===== src/rtl/vga_timing_gen_if.sv =====
// Raster coordinate/sync bundle driven by vga_timing_gen and consumed by the pixel renderers.
interface vga_timing_gen_if;
  logic        pixel_en;
  logic [9:0]  xOrd;
  logic [9:0]  yOrd;
  logic        visible;
  logic        hsync;
  logic        vsync;
  logic        line_start;
  logic        frame_start;
  logic [15:0] frame_count;

  modport master (
    output pixel_en, xOrd, yOrd, visible, hsync, vsync, line_start, frame_start, frame_count
  );

  modport slave (
    input pixel_en, xOrd, yOrd, visible, hsync, vsync, line_start, frame_start, frame_count
  );
endinterface


===== src/rtl/vga_timing_gen.sv =====
// 640x480@60 VGA raster timing generator: pixel strobe, counters, syncs, frame count.
// Optional macro VGA_SYNC_ALIGN_EN delays hsync/vsync one clock to match the renderer RGB register.
module vga_timing_gen #(
  parameter int unsigned CLK_DIV   = 2,
  parameter int unsigned H_VISIBLE = 640,
  parameter int unsigned H_FRONT   = 16,
  parameter int unsigned H_SYNC    = 96,
  parameter int unsigned H_BACK    = 48,
  parameter int unsigned V_VISIBLE = 480,
  parameter int unsigned V_FRONT   = 10,
  parameter int unsigned V_SYNC    = 2,
  parameter int unsigned V_BACK    = 33,
  parameter bit          SYNC_POL  = 1'b0
) (
  input  logic             clock,
  input  logic             reset,
  vga_timing_gen_if.master vga
);

  localparam int unsigned H_TOTAL = H_VISIBLE + H_FRONT + H_SYNC + H_BACK;
  localparam int unsigned V_TOTAL = V_VISIBLE + V_FRONT + V_SYNC + V_BACK;
  localparam int unsigned DivW    = (CLK_DIV > 1) ? $clog2(CLK_DIV) : 1;

  localparam logic [DivW-1:0] DivLast  = DivW'(CLK_DIV - 1);
  localparam logic [9:0]      XLast    = 10'(H_TOTAL - 1);
  localparam logic [9:0]      YLast    = 10'(V_TOTAL - 1);
  localparam logic [9:0]      XVisEnd  = 10'(H_VISIBLE);
  localparam logic [9:0]      YVisEnd  = 10'(V_VISIBLE);
  localparam logic [9:0]      HsStart  = 10'(H_VISIBLE + H_FRONT);
  localparam logic [9:0]      HsEnd    = 10'(H_VISIBLE + H_FRONT + H_SYNC);
  localparam logic [9:0]      VsStart  = 10'(V_VISIBLE + V_FRONT);
  localparam logic [9:0]      VsEnd    = 10'(V_VISIBLE + V_FRONT + V_SYNC);

  logic [DivW-1:0] divQ, divD;
  logic [9:0]      xOrdQ, xOrdD;
  logic [9:0]      yOrdQ, yOrdD;
  logic [15:0]     frameCountQ, frameCountD;
  logic            pixelEn;
  logic            hsyncRaw, vsyncRaw;

  assign pixelEn = (divQ == DivLast);

  always_comb begin
    divD        = (divQ == DivLast) ? '0 : divQ + 1'b1;
    xOrdD       = xOrdQ;
    yOrdD       = yOrdQ;
    frameCountD = frameCountQ;
    if (pixelEn) begin
      if (xOrdQ == XLast) begin
        xOrdD = '0;
        if (yOrdQ == YLast) begin
          yOrdD       = '0;
          frameCountD = frameCountQ + 16'd1;
        end else begin
          yOrdD = yOrdQ + 10'd1;
        end
      end else begin
        xOrdD = xOrdQ + 10'd1;
      end
    end
  end

  always_ff @(posedge clock) begin
    if (reset) begin
      divQ        <= '0;
      xOrdQ       <= '0;
      yOrdQ       <= '0;
      frameCountQ <= '0;
    end else begin
      divQ        <= divD;
      xOrdQ       <= xOrdD;
      yOrdQ       <= yOrdD;
      frameCountQ <= frameCountD;
    end
  end

  always_comb begin
    hsyncRaw = (xOrdQ >= HsStart && xOrdQ < HsEnd) ? SYNC_POL : ~SYNC_POL;
    vsyncRaw = (yOrdQ >= VsStart && yOrdQ < VsEnd) ? SYNC_POL : ~SYNC_POL;
  end

`ifdef VGA_SYNC_ALIGN_EN
  logic hsyncQ, vsyncQ;

  always_ff @(posedge clock) begin
    if (reset) begin
      hsyncQ <= ~SYNC_POL;
      vsyncQ <= ~SYNC_POL;
    end else begin
      hsyncQ <= hsyncRaw;
      vsyncQ <= vsyncRaw;
    end
  end

  assign vga.hsync = hsyncQ;
  assign vga.vsync = vsyncQ;
`else
  assign vga.hsync = hsyncRaw;
  assign vga.vsync = vsyncRaw;
`endif

  assign vga.pixel_en    = pixelEn;
  assign vga.xOrd        = xOrdQ;
  assign vga.yOrd        = yOrdQ;
  assign vga.frame_count = frameCountQ;
  assign vga.visible     = (xOrdQ < XVisEnd) && (yOrdQ < YVisEnd);
  assign vga.line_start  = pixelEn && (xOrdQ == '0);
  assign vga.frame_start = pixelEn && (xOrdQ == '0) && (yOrdQ == '0);

endmodule

===== src/flat_wrapper.sv =====
// flat-port wrapper written by rule: the top's interface ports become plain ports
module vga_timing_gen_flat 
#(
  parameter int unsigned CLK_DIV   = 2,
  parameter int unsigned H_VISIBLE = 640,
  parameter int unsigned H_FRONT   = 16,
  parameter int unsigned H_SYNC    = 96,
  parameter int unsigned H_BACK    = 48,
  parameter int unsigned V_VISIBLE = 480,
  parameter int unsigned V_FRONT   = 10,
  parameter int unsigned V_SYNC    = 2,
  parameter int unsigned V_BACK    = 33,
  parameter bit          SYNC_POL  = 1'b0
)
  (clock, reset, vga_pixel_en, vga_xOrd, vga_yOrd, vga_visible, vga_hsync, vga_vsync, vga_line_start, vga_frame_start, vga_frame_count);
  vga_timing_gen_if vga_i ();
  input  logic clock;
  input  logic reset;
  output wire logic [$bits(vga_i.pixel_en)-1:0] vga_pixel_en;
  output wire logic [$bits(vga_i.xOrd)-1:0] vga_xOrd;
  output wire logic [$bits(vga_i.yOrd)-1:0] vga_yOrd;
  output wire logic [$bits(vga_i.visible)-1:0] vga_visible;
  output wire logic [$bits(vga_i.hsync)-1:0] vga_hsync;
  output wire logic [$bits(vga_i.vsync)-1:0] vga_vsync;
  output wire logic [$bits(vga_i.line_start)-1:0] vga_line_start;
  output wire logic [$bits(vga_i.frame_start)-1:0] vga_frame_start;
  output wire logic [$bits(vga_i.frame_count)-1:0] vga_frame_count;
  assign vga_pixel_en = vga_i.pixel_en;
  assign vga_xOrd = vga_i.xOrd;
  assign vga_yOrd = vga_i.yOrd;
  assign vga_visible = vga_i.visible;
  assign vga_hsync = vga_i.hsync;
  assign vga_vsync = vga_i.vsync;
  assign vga_line_start = vga_i.line_start;
  assign vga_frame_start = vga_i.frame_start;
  assign vga_frame_count = vga_i.frame_count;
  vga_timing_gen #(.CLK_DIV(CLK_DIV), .H_VISIBLE(H_VISIBLE), .H_FRONT(H_FRONT), .H_SYNC(H_SYNC), .H_BACK(H_BACK), .V_VISIBLE(V_VISIBLE), .V_FRONT(V_FRONT), .V_SYNC(V_SYNC), .V_BACK(V_BACK), .SYNC_POL(SYNC_POL)) u_core (.clock(clock), .reset(reset), .vga(vga_i));
endmodule

===== config.mk =====
export PLATFORM = sky130hd
export DESIGN_NAME = vga_timing_gen_flat
export DESIGN_NICKNAME = d
export VERILOG_FILES = /design/src/rtl/vga_timing_gen_if.sv /design/src/rtl/vga_timing_gen.sv /design/src/flat_wrapper.sv
export SDC_FILE = /design/constraint.sdc
export NUM_CORES = 1
export LEC_CHECK = 0
export BUFFER_PORTS_ARGS = -buffer_cell sky130_fd_sc_hd__buf_2
export CAP_MARGIN = 5
export CORE_MARGIN = 3
export CORE_UTILIZATION = 52
export DETAILED_ROUTE_END_ITERATION = 16
export GPL_ROUTABILITY_DRIVEN = 1
export PLACE_DENSITY = 0.83
export SLEW_MARGIN = 20
export SYNTH_ARGS = -nofsm -noshare
export SYNTH_HDL_FRONTEND = slang
export SYNTH_SLANG_ARGS = --single-unit

===== constraint.sdc =====
create_clock -name clock -period 2.37 [get_ports clock]
set_input_delay 0.237 -clock clock [delete_from_list [all_inputs] [get_ports clock]]
set_output_delay 0.237 -clock clock [all_outputs]
set_load 0.02 [all_outputs]

# == After elaboration in Yosys (flattened, before gate mapping) ==
# Index checks and enable logic that the tools add are counted.
# W data, S select, Z words.
# totals
reg_bits,37
word_cells,30
ram_bits,0
input_bits,2
latchBits,0
romBits,0
n_memories,0
output_inout_bits,42
# classes
addsub,4
n_eq_ne,2
muxes,4
n_shift,0
n_reduce_logical,10
magnitude_cmp,6
bitwise_logic,0
div,0
mul,0
# ops
cell,count
$add A10 B1 Y10 const B,2
$eq A10 B10 Y1 const B,2
$logic_not A10 Y1,2
$lt A10 B10 Y1 const B,2
$lt A10 B9 Y1 const B,2
$mux W10,2
$add A16 B1 Y16 const B,1
$ge A10 B10 Y1 const B,1
$ge A10 B9 Y1 const B,1
$logic_and A1 B1 Y1,5
$reduce_and A3 Y1,1
$mux W1,2
$reduce_and A2 Y1,1
$reduce_or A2 Y1,1
$add A1 B1 Y1 const B,1

# == Longest topological paths before layout ==
# depth
ltp_word,3
mapped_depth,8
depth_no_buf,7

# == Worst setup path before layout ==
# OpenSTA, ideal clock, no wires.
# synth_timing
path_type,register to output
start,"register u_core.xOrdQ[0], in the netlist u_core.vga.xOrd[0]"
end,output vga_frame_start
required_ps,2133
t_arrival_ps,1904
stages_incl_launch_ff,6
n_path_buf,0
setup_slack_ps,229
cell_sequence,dfxtp_1 > inv_1 > ha_1 > nor4b_1 > nor4bb_1 > and3_1
# synth_between
elab_chain_cells,3
# synth_lines
item,line_no,source
start: declaration,vga_timing_gen.sv:35,"logic [9:0] xOrdQ, xOrdD;"
start signal: assignment,vga_timing_gen.sv:71,xOrdQ <= xOrdD;
$logic_not A10 Y1,--,
$logic_and A1 B1 Y1,--,
via vga_line_start,flat_wrapper.sv:25,output wire logic [$bits(vga_i.line_start)-1:0] vga_line_start;
$logic_and A1 B1 Y1,vga_timing_gen.sv:108,assign vga.frame_start = pixelEn && (xOrdQ == '0) && (yOrdQ == '0);
end: declaration,flat_wrapper.sv:26,output wire logic [$bits(vga_i.frame_start)-1:0] vga_frame_start;
# The timed path passes the listed nets, and every way through them passes these cells.

# == Worst setup path after layout ==
# layout_timing
start,"register u_core.yOrdQ[4], in the netlist u_core.vga.yOrd[4]"
end,"register u_core.frameCountQ[15], in the netlist u_core.vga.frame_count[15]"
# layout_between
elab_chain_cells,2
# layout_lines
item,line_no,source
start: declaration,vga_timing_gen.sv:36,"logic [9:0] yOrdQ, yOrdD;"
start signal: assignment,vga_timing_gen.sv:72,yOrdQ <= yOrdD;
$eq A10 B10 Y1,vga_timing_gen.sv:51,if (yOrdQ == YLast) begin
$reduce_and A3 Y1 (no source line),--,
end signal: assignment,vga_timing_gen.sv:73,frameCountQ <= frameCountD;
end: declaration,vga_timing_gen.sv:37,"logic [15:0] frameCountQ, frameCountD;"
# No other way between the ends.
# A chain may end at the register's enable or synchronous reset.

==> summary.txt <==
Run status
  – Status: finished, final reports clean

Layout
  – Final net count: ~270
  – Share of layout cells above drive strength 1: about 25%
  – Syn-to-layout area delta: 19.3%
  – Fill cell count: a little under 300
  – Layout Utilization: 68.1%
  – Final non-filler cell total: around 310
  – ANT cells: 0

Timing
  – Slew Limit Headroom: approximately 65%
  – Setup violations, final: 0
  – Fin crit period: 2.20 ns
  – Worst-margin pin slew: about 0.53 ns
  – Final WS setup: 0.171 ns
  – Hold slack: approximately 0.34 ns
  – Fin crit share: about 93%
  – Pins over their slew limit: 0
  – Fmax: roughly 450 MHz
  – Unrepaired setup endpoints after global routing: false
  – Final TNS setup: 0 ns
  – Final hold vios: 0
  – Layout Skew: ~0.007 ns

CTS
  – Hold_buf cts: 0
  – Worst-path clk slew: approximately 0.11 ns
  – Post-CTS setup buffer count: 0
  – Clk_lat worst skew: about 0.34 ns
  – Clock Path Buffers: 2
  – Htree depth: 2
  – CTS tree: done
  – Inserted Clock Buffers: 5
  – Clock sink total: 37
  – Root Buffer: clkbuf_4

Route
  – Post-route ant nets: 0
  – DRC viols: 0
  – DR vias/cell: ~5.4
  – Post-DR wirelength/cell: around 13 µm
  – Detailed-route via count: between 1500 and 2000
  – Initial drt markers: 72
  – TritonRoute pass-1 iters: 4
  – Post-Route WL: slightly below 4000 µm

Synthesis
  – Count leader, synth: dfxtp_1
  – Synth Net Count: 219
  – Top post-synthesis cells by area: dfxtp_1, xor2_1, nor2_1
  – Async SR Flop Fraction: 0%
  – Yosys cell types: 34
  – Cells after Synth: 212
  – Top-area cell type share of the netlist area: between 40% and 50%
  – Mapped Avg Cell Area: about 8.6 µm²
  – Number of synthesized flops with an enable pin: 0
  – YS warnings: 0
  – Synth Cell Area: 1820 µm²
  – Top FF cell, synth: dfxtp_1
  – Seq/Total Area, Yosys: about two fifths
  – Synth Register Bits: 37
  – Area leader, netlist: dfxtp_1
  – Most frequent cells after synthesis: dfxtp_1, nor2_1, xor2_1, nand2_1, nand4_1

Critical path
  – Crit-path max cell delay: 0.59 ns
  – CP max-delay cell: or4_4
  – Crit start category: register
  – Max FO, Critical Path: 9
  – CP Class: reg -> reg
  – Worst Path Arrival: 2.47 ns
  – Reg2reg end: u_core.vga.frame_count[15]
  – Worst setup path startpoint: u_core.vga.yOrd[4]
  – CP Buf/Inv Count: 0
  – Family with the most delay on the worst path: simple AND/OR/NAND/NOR gates
  – Critical Path End Type: register
  – Worst r2r src: u_core.vga.yOrd[4]
  – Worst r2r path cells: 5
  – R2R setup slack: 0.17 ns
  – Critical path data required time: about 2.6 ns
  – Cell Chain, Critical Path: or4_4 -> nor4_4 -> nand4_2 -> or3_1 -> a21oi_1

Min path
  – Worst Hold Endpoint: u_core.vga.frame_count[1]
  – Min-delay src: reset
  – Hold depth: 2
  – Hold crit path type: in -> reg

Floorplan
  – Die X: approximately 65 µm
  – Die H: between 60 and 70 µm
  – Die footprint: 4240 µm²
  – Num ports: 44
  – Core box area: 3180 µm²
  – Cell Rows: 20
  – Initial Util: between 50% and 60%

GRT
  – Grt ovf: 0
  – First-pass GRT wire length: 6490 µm
  – Initial antenna violation count: 0
  – Tot GR Track Use: 19.9%
  – Largest net degree at the start of global routing: 30
  – Vias in the first global route: 1429

Pwr
  – Clock network power share: approximately 33%
  – Pint: between 0.7 and 0.8 mW
  – Flop pwr share: around 62%
  – Lkg Pwr: between 0.9 and 1 nW
  – Net Sw Frac: between 20% and 30%
  – Combinational share of power: 5.0%
  – Worst vdd ir: 318 µV
  – Sw power: 0.239 mW
  – Pwr/cell area: approximately 470 nW/µm²

Placement
  – I/O Buffers: 43
  – Post-DP HPWL: about 2800 µm
  – Dpl ws: between 0.2 and 0.25 ns
  – Inst Count DP: about 300
  – Routability cong.: about 0.83

Flow run
  – MaxCap Viol Count: 0
[registers in the layout, summed over array words and instances (netlist names)]
signal                  cells
u_core.vga.xOrd            10
u_core.vga.pixel_en         1
u_core.vga.frame_count     16
u_core.vga.yOrd            10
[power by group through the flow]
stage | combinational [mW] | sequential, mW | clock, mW
after floorplan | 0.0301 | 0.650 | 0
after global placement | 0.0493 | 0.645 | 0
after detailed placement | 0.0498 | 0.645 | 0
after CTS | 0.0499 | 0.631 | 0.350
after global routing | 0.0572 | 0.632 | 0.379
final | 0.0509 | 0.631 | 0.342
[metrics by stage]
step / area, µm² / power, mW
floorplan: 1820 / 0.680
global placement: 2100 / 0.694
detailed placement: 2100 / 0.695
CTS: 2160 / 1.03
global route: 2170 / 1.07
finish: 2170 / 1.02
[placed cells by master (no fill, tap or decap), types with 2 or more instances in the layout]
cell type and count:
clkbuf_4 5, nor4b_1 2, nor2_1 25, xor2_1 15, o21ai_0 2, nor3_1 12, nand2b_1 3, and2_1 2
nor4_2 2, o21ai_1 8, nand3_1 8, nand2_1 13, xnor2_1 9, a21oi_1 11, ha_1 5, inv_1 8
buf_2 43, nand4_1 13, buf_4 7, and3_1 6, or3_1 9, dfxtp_1 37, nand4_2 2
[area by class of cell]
cell class	count	area (µm²)	share of cell area (%)
clock buffers	7	55.1	2.54
inverters	9	33.8	1.56
repair buffers	50	268	12.4
multi-input cells	158	1010	46.8
well taps	44	55.1	2.54
flip-flops and latches	37	741	34.2
[worst max path at each step]
stage	depth (start not counted)	slack, ns	end
after global routing	6	0.005	vga_frame_start
after CTS	6	0.14	vga_frame_start
after detailed placement	5	0.20	u_core.vga.frame_count[15]
final	5	0.17	u_core.vga.frame_count[15]
after floorplan	5	0.23	vga_frame_start
after global placement	5	0.26	u_core.vga.frame_count[15]
[cell families after synthesis]
kind of cell    share of synthesized area (%)
xor+xnor                                 11.6
buf+inv                                  3.72
compound gates                           6.75
mux                                     0.551
flops                                    40.8
simple gates                             33.2
fa+ha+maj                                3.45
[metal layers]
layer	share of wire, %	global-route usage [%]	vias to the layer above
li1	-	-	847
met1	48	24.9	753
met5	0	0	-
met2	46	31.7	34
met3	5.6	7.11	2
met4	0.85	6.99	0
[repair_timing]
item / 4_1_cts / 5_1_grt
endpoints found under the hold margin: 0 / 0
endpoints found under the setup margin: 0 / 1
gates resized for setup: 0 / 1
Note: power is estimated with default switching activity, not from simulation.
